### config.mk
export PLATFORM = sky130hd
export DESIGN_NAME = wb_image_loader
export DESIGN_NICKNAME = d
export VERILOG_FILES = /design/src/rtl/wb_image_loader.sv
export SDC_FILE = /design/constraint.sdc
export NUM_CORES = 1
export LEC_CHECK = 0
export CORE_MARGIN = 4
export CORE_UTILIZATION = 47
export DETAILED_ROUTE_END_ITERATION = 16
export PLACE_DENSITY = 0.87
export SYNTH_ARGS = -nofsm -noshare
export SYNTH_HDL_FRONTEND = slang
export SYNTH_SLANG_ARGS = --single-unit
### constraint.sdc
create_clock -name wb_clk_i -period 2.43 [get_ports wb_clk_i]
set_clock_uncertainty 0.1 [all_clocks]
set_input_delay 0.729 -clock wb_clk_i [delete_from_list [all_inputs] [get_ports wb_clk_i]]
set_output_delay 0.729 -clock wb_clk_i [all_outputs]
set_load 0.05 [all_outputs]
### src/rtl/wb_image_loader.sv
// Wishbone classic initiator: packs an 8-bit stream little-endian into 32-bit words
// and writes them to consecutive word addresses. Define LOADER_READBACK_VERIFY_EN for read-back checking.
module wb_image_loader #(
  parameter logic [31:0] BASE_ADDR = 32'h3000_0000,
  parameter int unsigned WORDS     = 512,
  parameter int unsigned TIMEOUT   = 255
) (
  input  logic        wb_clk_i,
  input  logic        wb_rst_n_i,
  input  logic        start,
  input  logic [7:0]  s_byte,
  input  logic        s_valid,
  output logic        s_ready,
  output logic        wbm_cyc_o,
  output logic        wbm_stb_o,
  output logic        wbm_we_o,
  output logic [3:0]  wbm_sel_o,
  output logic [31:0] wbm_adr_o,
  output logic [31:0] wbm_dat_o,
  input  logic [31:0] wbm_dat_i,
  input  logic        wbm_ack_i,
  output logic        busy,
  output logic        done,
  output logic        err,
  output logic [9:0]  words_written
);

  localparam int unsigned TW = (TIMEOUT > 1) ? $clog2(TIMEOUT) : 1;
  localparam logic [TW-1:0] TMO_LAST   = TW'(TIMEOUT - 1);
  localparam logic [9:0]    WORDS_LAST = 10'(WORDS - 1);

  typedef enum logic [2:0] {
    S_IDLE    = 3'd0,
    S_COLLECT = 3'd1,
    S_WRITE   = 3'd2,
`ifdef LOADER_READBACK_VERIFY_EN
    S_VERIFY  = 3'd5,
`endif
    S_DONE    = 3'd3,
    S_ERROR   = 3'd4
  } state_t;

  state_t        r_state;
  logic [1:0]    r_byte_idx;
  logic [9:0]    r_word_cnt;
  logic [31:0]   r_word;
  logic [TW-1:0] r_tmo;
  logic          r_s_ready;
  logic          r_cyc;
  logic          r_stb;
  logic          r_we;
  logic [3:0]    r_sel;
  logic [31:0]   r_adr;
  logic [31:0]   r_dat;
  logic          r_busy;
  logic          r_done;
  logic          r_err;

  logic [31:0]   w_word_next;
  logic [31:0]   w_adr;
  logic          w_tmo_hit;
  logic          w_last_word;

`ifndef LOADER_READBACK_VERIFY_EN
  logic          w_unused_dat;
  assign w_unused_dat = ^wbm_dat_i;
`endif

  assign w_adr       = BASE_ADDR + {20'd0, r_word_cnt, 2'b00};
  assign w_tmo_hit   = (r_tmo == TMO_LAST);
  assign w_last_word = (r_word_cnt == WORDS_LAST);

  // Merge the incoming byte into its little-endian lane of the word under assembly
  always_comb begin
    w_word_next = r_word;
    case (r_byte_idx)
      2'd0:    w_word_next[7:0]   = s_byte;
      2'd1:    w_word_next[15:8]  = s_byte;
      2'd2:    w_word_next[23:16] = s_byte;
      2'd3:    w_word_next[31:24] = s_byte;
      default: w_word_next        = r_word;
    endcase
  end

  // Loader state machine with all outputs registered
  always_ff @(posedge wb_clk_i) begin
    if (!wb_rst_n_i) begin
      r_state    <= S_IDLE;
      r_byte_idx <= 2'd0;
      r_word_cnt <= 10'd0;
      r_word     <= 32'd0;
      r_tmo      <= '0;
      r_s_ready  <= 1'b0;
      r_cyc      <= 1'b0;
      r_stb      <= 1'b0;
      r_we       <= 1'b0;
      r_sel      <= 4'h0;
      r_adr      <= 32'd0;
      r_dat      <= 32'd0;
      r_busy     <= 1'b0;
      r_done     <= 1'b0;
      r_err      <= 1'b0;
    end else begin
      case (r_state)
        S_IDLE, S_DONE, S_ERROR: begin
          if (start) begin
            r_state    <= S_COLLECT;
            r_byte_idx <= 2'd0;
            r_word_cnt <= 10'd0;
            r_word     <= 32'd0;
            r_tmo      <= '0;
            r_s_ready  <= 1'b1;
            r_busy     <= 1'b1;
            r_done     <= 1'b0;
            r_err      <= 1'b0;
          end
        end

        S_COLLECT: begin
          if (s_valid) begin
            r_word     <= w_word_next;
            r_byte_idx <= r_byte_idx + 2'd1;
            if (r_byte_idx == 2'd3) begin
              r_state   <= S_WRITE;
              r_s_ready <= 1'b0;
              r_cyc     <= 1'b1;
              r_stb     <= 1'b1;
              r_we      <= 1'b1;
              r_sel     <= 4'hF;
              r_adr     <= w_adr;
              r_dat     <= w_word_next;
              r_tmo     <= '0;
            end
          end
        end

        S_WRITE: begin
          if (wbm_ack_i) begin
            r_cyc <= 1'b0;
            r_stb <= 1'b0;
            r_we  <= 1'b0;
            r_tmo <= '0;
`ifdef LOADER_READBACK_VERIFY_EN
            // The word is only counted once the read-back agrees
            r_state <= S_VERIFY;
`else
            r_word_cnt <= r_word_cnt + 10'd1;
            if (w_last_word) begin
              r_state <= S_DONE;
              r_busy  <= 1'b0;
              r_done  <= 1'b1;
            end else begin
              r_state   <= S_COLLECT;
              r_s_ready <= 1'b1;
            end
`endif
          end else if (w_tmo_hit) begin
            r_state <= S_ERROR;
            r_cyc   <= 1'b0;
            r_stb   <= 1'b0;
            r_we    <= 1'b0;
            r_tmo   <= '0;
            r_busy  <= 1'b0;
            r_err   <= 1'b1;
          end else begin
            r_tmo <= r_tmo + TW'(1);
          end
        end

`ifdef LOADER_READBACK_VERIFY_EN
        S_VERIFY: begin
          if (!r_stb) begin
            // Open the read beat one cycle after the write beat closed
            r_cyc <= 1'b1;
            r_stb <= 1'b1;
            r_we  <= 1'b0;
            r_sel <= 4'hF;
            r_tmo <= '0;
          end else if (wbm_ack_i) begin
            r_cyc <= 1'b0;
            r_stb <= 1'b0;
            r_tmo <= '0;
            if (wbm_dat_i == r_dat) begin
              r_word_cnt <= r_word_cnt + 10'd1;
              if (w_last_word) begin
                r_state <= S_DONE;
                r_busy  <= 1'b0;
                r_done  <= 1'b1;
              end else begin
                r_state   <= S_COLLECT;
                r_s_ready <= 1'b1;
              end
            end else begin
              r_state <= S_ERROR;
              r_busy  <= 1'b0;
              r_err   <= 1'b1;
            end
          end else if (w_tmo_hit) begin
            r_state <= S_ERROR;
            r_cyc   <= 1'b0;
            r_stb   <= 1'b0;
            r_tmo   <= '0;
            r_busy  <= 1'b0;
            r_err   <= 1'b1;
          end else begin
            r_tmo <= r_tmo + TW'(1);
          end
        end
`endif

        default: begin
          r_state   <= S_IDLE;
          r_s_ready <= 1'b0;
          r_cyc     <= 1'b0;
          r_stb     <= 1'b0;
          r_we      <= 1'b0;
          r_busy    <= 1'b0;
        end
      endcase
    end
  end

  assign s_ready       = r_s_ready;
  assign wbm_cyc_o     = r_cyc;
  assign wbm_stb_o     = r_stb;
  assign wbm_we_o      = r_we;
  assign wbm_sel_o     = r_sel;
  assign wbm_adr_o     = r_adr;
  assign wbm_dat_o     = r_dat;
  assign busy          = r_busy;
  assign done          = r_done;
  assign err           = r_err;
  assign words_written = r_word_cnt;

endmodule

Word level (Yosys, flattened, before mapping)
Cells that the tools add are included.

storage, ports and cells
  output and inout bits = 85
  bits in registers = 125
  logic and storage cells = 101

operators by class
  mux-type cells = 47
  $add $sub $neg = 4
  reduce and logical (&&, ||, !) cells = 16
  equality and inequality tests = 19
  bitwise gates (word level) = 2

operators by type and width
  operator                  count
  $mux W8                   9
  $mux W32                  2
  $pmux W32 S2              1
  $add A30 B12 Y31 const A  1
  $pmux W8 S3               1
  $reduce_and A4 Y1         6
  $mux W10                  2
  $pmux W10 S2              1
  $mux W1                   16
  $ne A2 B2 Y1 const B      8
  $mux W3                   5
  $add A10 B1 Y10 const B   1
  $eq A10 B9 Y1 const B     1
  $pmux W1 S3               3
  $pmux W3 S3               1
  $reduce_and A3 Y1         3
  $add A8 B1 Y8 const B     1
  $eq A8 B8 Y1 const B      1
  $eq A3 B2 Y1 const B      2
  $mux W2                   3
  $ne A3 B3 Y1 const B      2
  $reduce_and A5 Y1         1
  $eq A2 B2 Y1 const B      2
  $pmux W1 S2               2
  other kinds (11)          13

Depth between registers and ports, before layout
  depth after elaboration = 4
  gate-level depth with buffers = 8
  depth with buffers taken out = 6

Worst setup path before layout
No wires, ideal clock.

  path kind = register -> register
  from = register r_word_cnt[0] (netlist: words_written[0])
  to = register r_state[1]
  slack = 0.188 ns
  arrival time = 2.085 ns
  data required time = 2.272 ns
  stages on the path, launching flop included = 6
  path through = dfxtp_1 -> ha_1 -> nand3_1 -> or4_1 -> a211oi_1 -> o21a_1

on the way
  word-level cells in the longest chain between the ends = 4

RTL lines
  item                    line  source
  from (decl)             45    logic [9:0] r_word_cnt;
  from (signal assigned)  147   r_word_cnt <= r_word_cnt + 10'd1;
  $eq A10 B9 Y1           71    assign w_last_word = (r_word_cnt == WORDS_LAST);
  $mux W2                 148   if (w_last_word) begin
  $mux W3                 138   if (wbm_ack_i) begin
  $pmux W3 S3             104   case (r_state)
  to (signal assigned)    107   r_state <= S_COLLECT;
  to (signal assigned)    149   r_state <= S_DONE;
  to (signal assigned)    153   r_state <= S_COLLECT;
  to (decl)               43    state_t r_state;

No other way between the ends.
A chain may end at the register's enable or synchronous reset.

Final worst setup path
  from = register r_dat[0] (netlist: wbm_dat_o[0])
  to = output port wbm_dat_o[0]

RTL lines
  item                    line  source
  from (decl)             54    logic [31:0] r_dat;
  from (signal assigned)  131   r_dat <= w_word_next;
  to (decl)               19    output logic [31:0] wbm_dat_o,

No word-level cell between the ends.

==> summary.txt <==
Critical path
  – Worst Path Buf+Inv: 1
  – R2R depth: 5
  – Slowest CP cell: clkdlybuf4s50_1
  – Worst-path cell chain: clkdlybuf4s50_1
  – FF-to-FF setup slack: 290 ps
  – Delay-heaviest family, CP: buffers and inverters
  – CP peak stage delay: just over 800 ps
  – Req. time, crit path: ~1600 ps
  – Crit start category: flip-flop
  – Reg-to-reg endpoint: r_tmo[5]
  – CP arrival: between 1500 and 2000 ps
  – CP Max Fanout: 2
  – Crit Path Category: flip-flop to output port
  – Worst Setup End Kind: output port
  – Worst R2R Start: r_state[0]

STA
  – Final Slew Violations: 0
  – Slew at the pin closest to its max-slew limit: 524 ps
  – Endpoints failing setup: 0
  – Fmax: 0.423 GHz
  – Period utilization: between 90% and 100%
  – Final Hold Violating Endpoints: 0
  – Sum of negative setup slack: 0 ps
  – Fin crit period: around 2400 ps
  – RSZ-0062 raised after global routing: false
  – Slew HR: between 60% and 70%

Clock network
  – Skew-Pair Late Insertion Delay: about 360 ps
  – H-Tree Depth: 3
  – Inserted Clock Buffers: 9
  – Reg clk slew, reported paths: about 90 ps
  – Setup Buffers After CTS: 0
  – Post-cts resize count: 4
  – Max clock buf depth: 2
  – Post-CTS Hold Fix Bufs: 0
  – CTS tree: done
  – Clk root buf: clkbuf_8
  – CTS Sinks: 95

Flow run
  – Maxcap violations: 0

GRT
  – Grt ovf: 0
  – Pin count of the biggest net entering global routing: 55
  – Number of global-route vias before repair: about 3,700
  – First-pass GRT wire length: approximately 18 mm
  – GRT Util Overall: 19.2%
  – Initial antenna violation count: 0

Route
  – Drt via density: 5.48
  – DRT Pass-1 Iters: 4
  – WL/cell: 14.9 µm
  – Vias: between 3,000 and 4,000
  – Detail Route Antenna Nets: 0
  – Total Wirelength: approximately 10 mm
  – DRC: 0
  – DRT iter0 DRCs: around 140

Floorplanning
  – Initial Utilization: between 40% and 50%
  – Num rows: 34
  – Die area: 10,800 µm²
  – Die width: ~100 µm
  – Core box area: slightly below 9000 µm²
  – I/O pins: 130
  – Chip height: about 100 µm

Power
  – NetSw: approximately 0.9 mW
  – Total power: about 3 mW
  – Logic pwr share: between 10 and 15%
  – Sw frac: approximately 29%
  – Share of power burned in registers: between 50% and 60%
  – Internal: around 2.2 mW
  – Peak supply drop: ~0.33 mV
  – Leak: around 1.9 nW
  – Clock network fraction of total power: about 34%
  – Power Density: ~580 nW/µm²

Logic synthesis
  – Primary FF master, synth: dfxtp_1
  – Ranking of synthesized cells by area: dfxtp_1, a21oi_1, nand2_1, mux2i_1, buf_4
  – Synthesized flop and latch total: 95
  – Netlist Area Pre-Place: roughly 4300 µm²
  – Synth top cells by count: dfxtp_1, nand2_1, a21oi_1
  – Post-synth top area share: between 40% and 50%
  – Async S/R FF share, synth: 0%
  – EDFF count, synth: 0
  – Gate Count Post-Synth: a little over 500
  – Most common cell in the netlist: dfxtp_1
  – Synth unique cells: 55
  – Avg Cell Area, Syn: between 8 and 9 µm²
  – Share of synthesized area occupied by flip-flops and latches: roughly 44%
  – Synth area leader: dfxtp_1
  – Synth Warn #: 0

Placed design
  – Cell Area, Placed: around 5200 µm²
  – IO Port Bufs: 77
  – Hpwl dp: around 7.5 mm
  – Placer congestion estimate: just under 0.9

Outcome
  – Run status: finished clean

Final layout
  – Fin nets: 642
  – Util after Layout: between 60 and 70%
  – Post-route design area: between 5000 and 6000 µm²
  – Share of post-route cells with drive strength above 1: 11.9%
  – Synth-to-layout area growth: 23.4%
  – Antenna Cells: 0

Min path
  – Worst Hold Depth: 2
  – Hold Crit Class: flip-flop to flip-flop
  – Endpoint, Worst Hold: wbm_dat_o[31]
  – Hold_sp: wbm_dat_o[31]
[stage by stage]
step | worst slack, ps | hold slack (ps) | std cells
after floorplan | 188 | 347 | 533
after global placement | -107 | 344 | 687
after detailed placement | -197 | 346 | 687
after CTS | 55.2 | 361 | 703
after global routing | 8.44 | 381 | 703
final | 65.0 | 359 | 703
[how the worst max path moves through the flow]
stage,startpoint,end,slack (ps),cells past startpoint
after detailed placement,start,r_tmo[7],-200,6
after global placement,start,r_tmo[7],-110,6
after global routing,wbm_dat_o[0],wbm_dat_o[0],8,1
after CTS,wbm_dat_o[15],wbm_dat_o[15],60,1
final,wbm_dat_o[0],wbm_dat_o[0],70,1
after floorplan,words_written[0],r_state[1],190,5
[cell families after synthesis]
family,Yosys count,synth area share [%]
AND/OR/NAND/NOR,165,18.4
multiplexers,26,6.02
flip-flops,95,43.8
XOR/XNOR,1,0.202
buffers and inverters,70,8.95
other,1,0.0863
AO/OA/AOI/OAI,149,20.6
adder cells (fa/ha/maj),7,2.02
[layout make-up]
class	instances	area (µm²)
inverters	11	41.3
flip-flops and latches	95	1900
clock buffers	9	124
repair buffers	105	958
well taps	108	135
multi-input cells	368	2130
clock inverters	7	73.8
fillers	767	3490
[routing by layer]
layer	global-route usage (%)	part of all wire [%]	wire, µm
met1	23.5	43	4460
met2	33.6	50	5250
met3	4.90	6.2	648
met4	4.75	1.2	121
met5	0	0	0
[layout by cell type (no fill, tap or decap), types with 9 or more instances in the layout]
| cell | netlist | routed |
|---|---|---|
| clkbuf_8 | 0 | 9 |
| clkdlybuf4s50_1 | 0 | 56 |
| a21oi_1 | 66 | 66 |
| conb_1 | 1 | 20 |
| nand2_1 | 71 | 71 |
| dfxtp_1 | 95 | 95 |
| nor2_1 | 43 | 43 |
| inv_1 | 11 | 10 |
| buf_4 | 30 | 43 |
| a211oi_1 | 25 | 25 |
| mux2i_1 | 25 | 25 |
| o21ai_0 | 26 | 26 |
[power groups by stage]
stage	Clock (mW)	Combinational, mW	Sequential (mW)
floorplan	0	0.305	1.66
global placement	0	0.431	1.64
detailed placement	0	0.441	1.64
CTS	1.05	0.443	1.60
global route	1.11	0.483	1.61
finish	1.04	0.445	1.61
[state kept, by name (all words and copies together), names as in the netlist]
name           flops
wbm_dat_o         32
r_word            24
wbm_adr_o         11
words_written     10
r_tmo              8
r_state            3
r_byte_idx         2
busy               1
done               1
err                1
s_ready            1
wbm_we_o           1
[worst register-to-register path, cell delays in order (launching register included)]
cell	delay, ps
dfxtp_1	650
nor3b_2	410
a221oi_2	110
buf_4	190
or4_1	480
a21oi_1	150
Note: power is estimated with default switching activity, not from simulation.
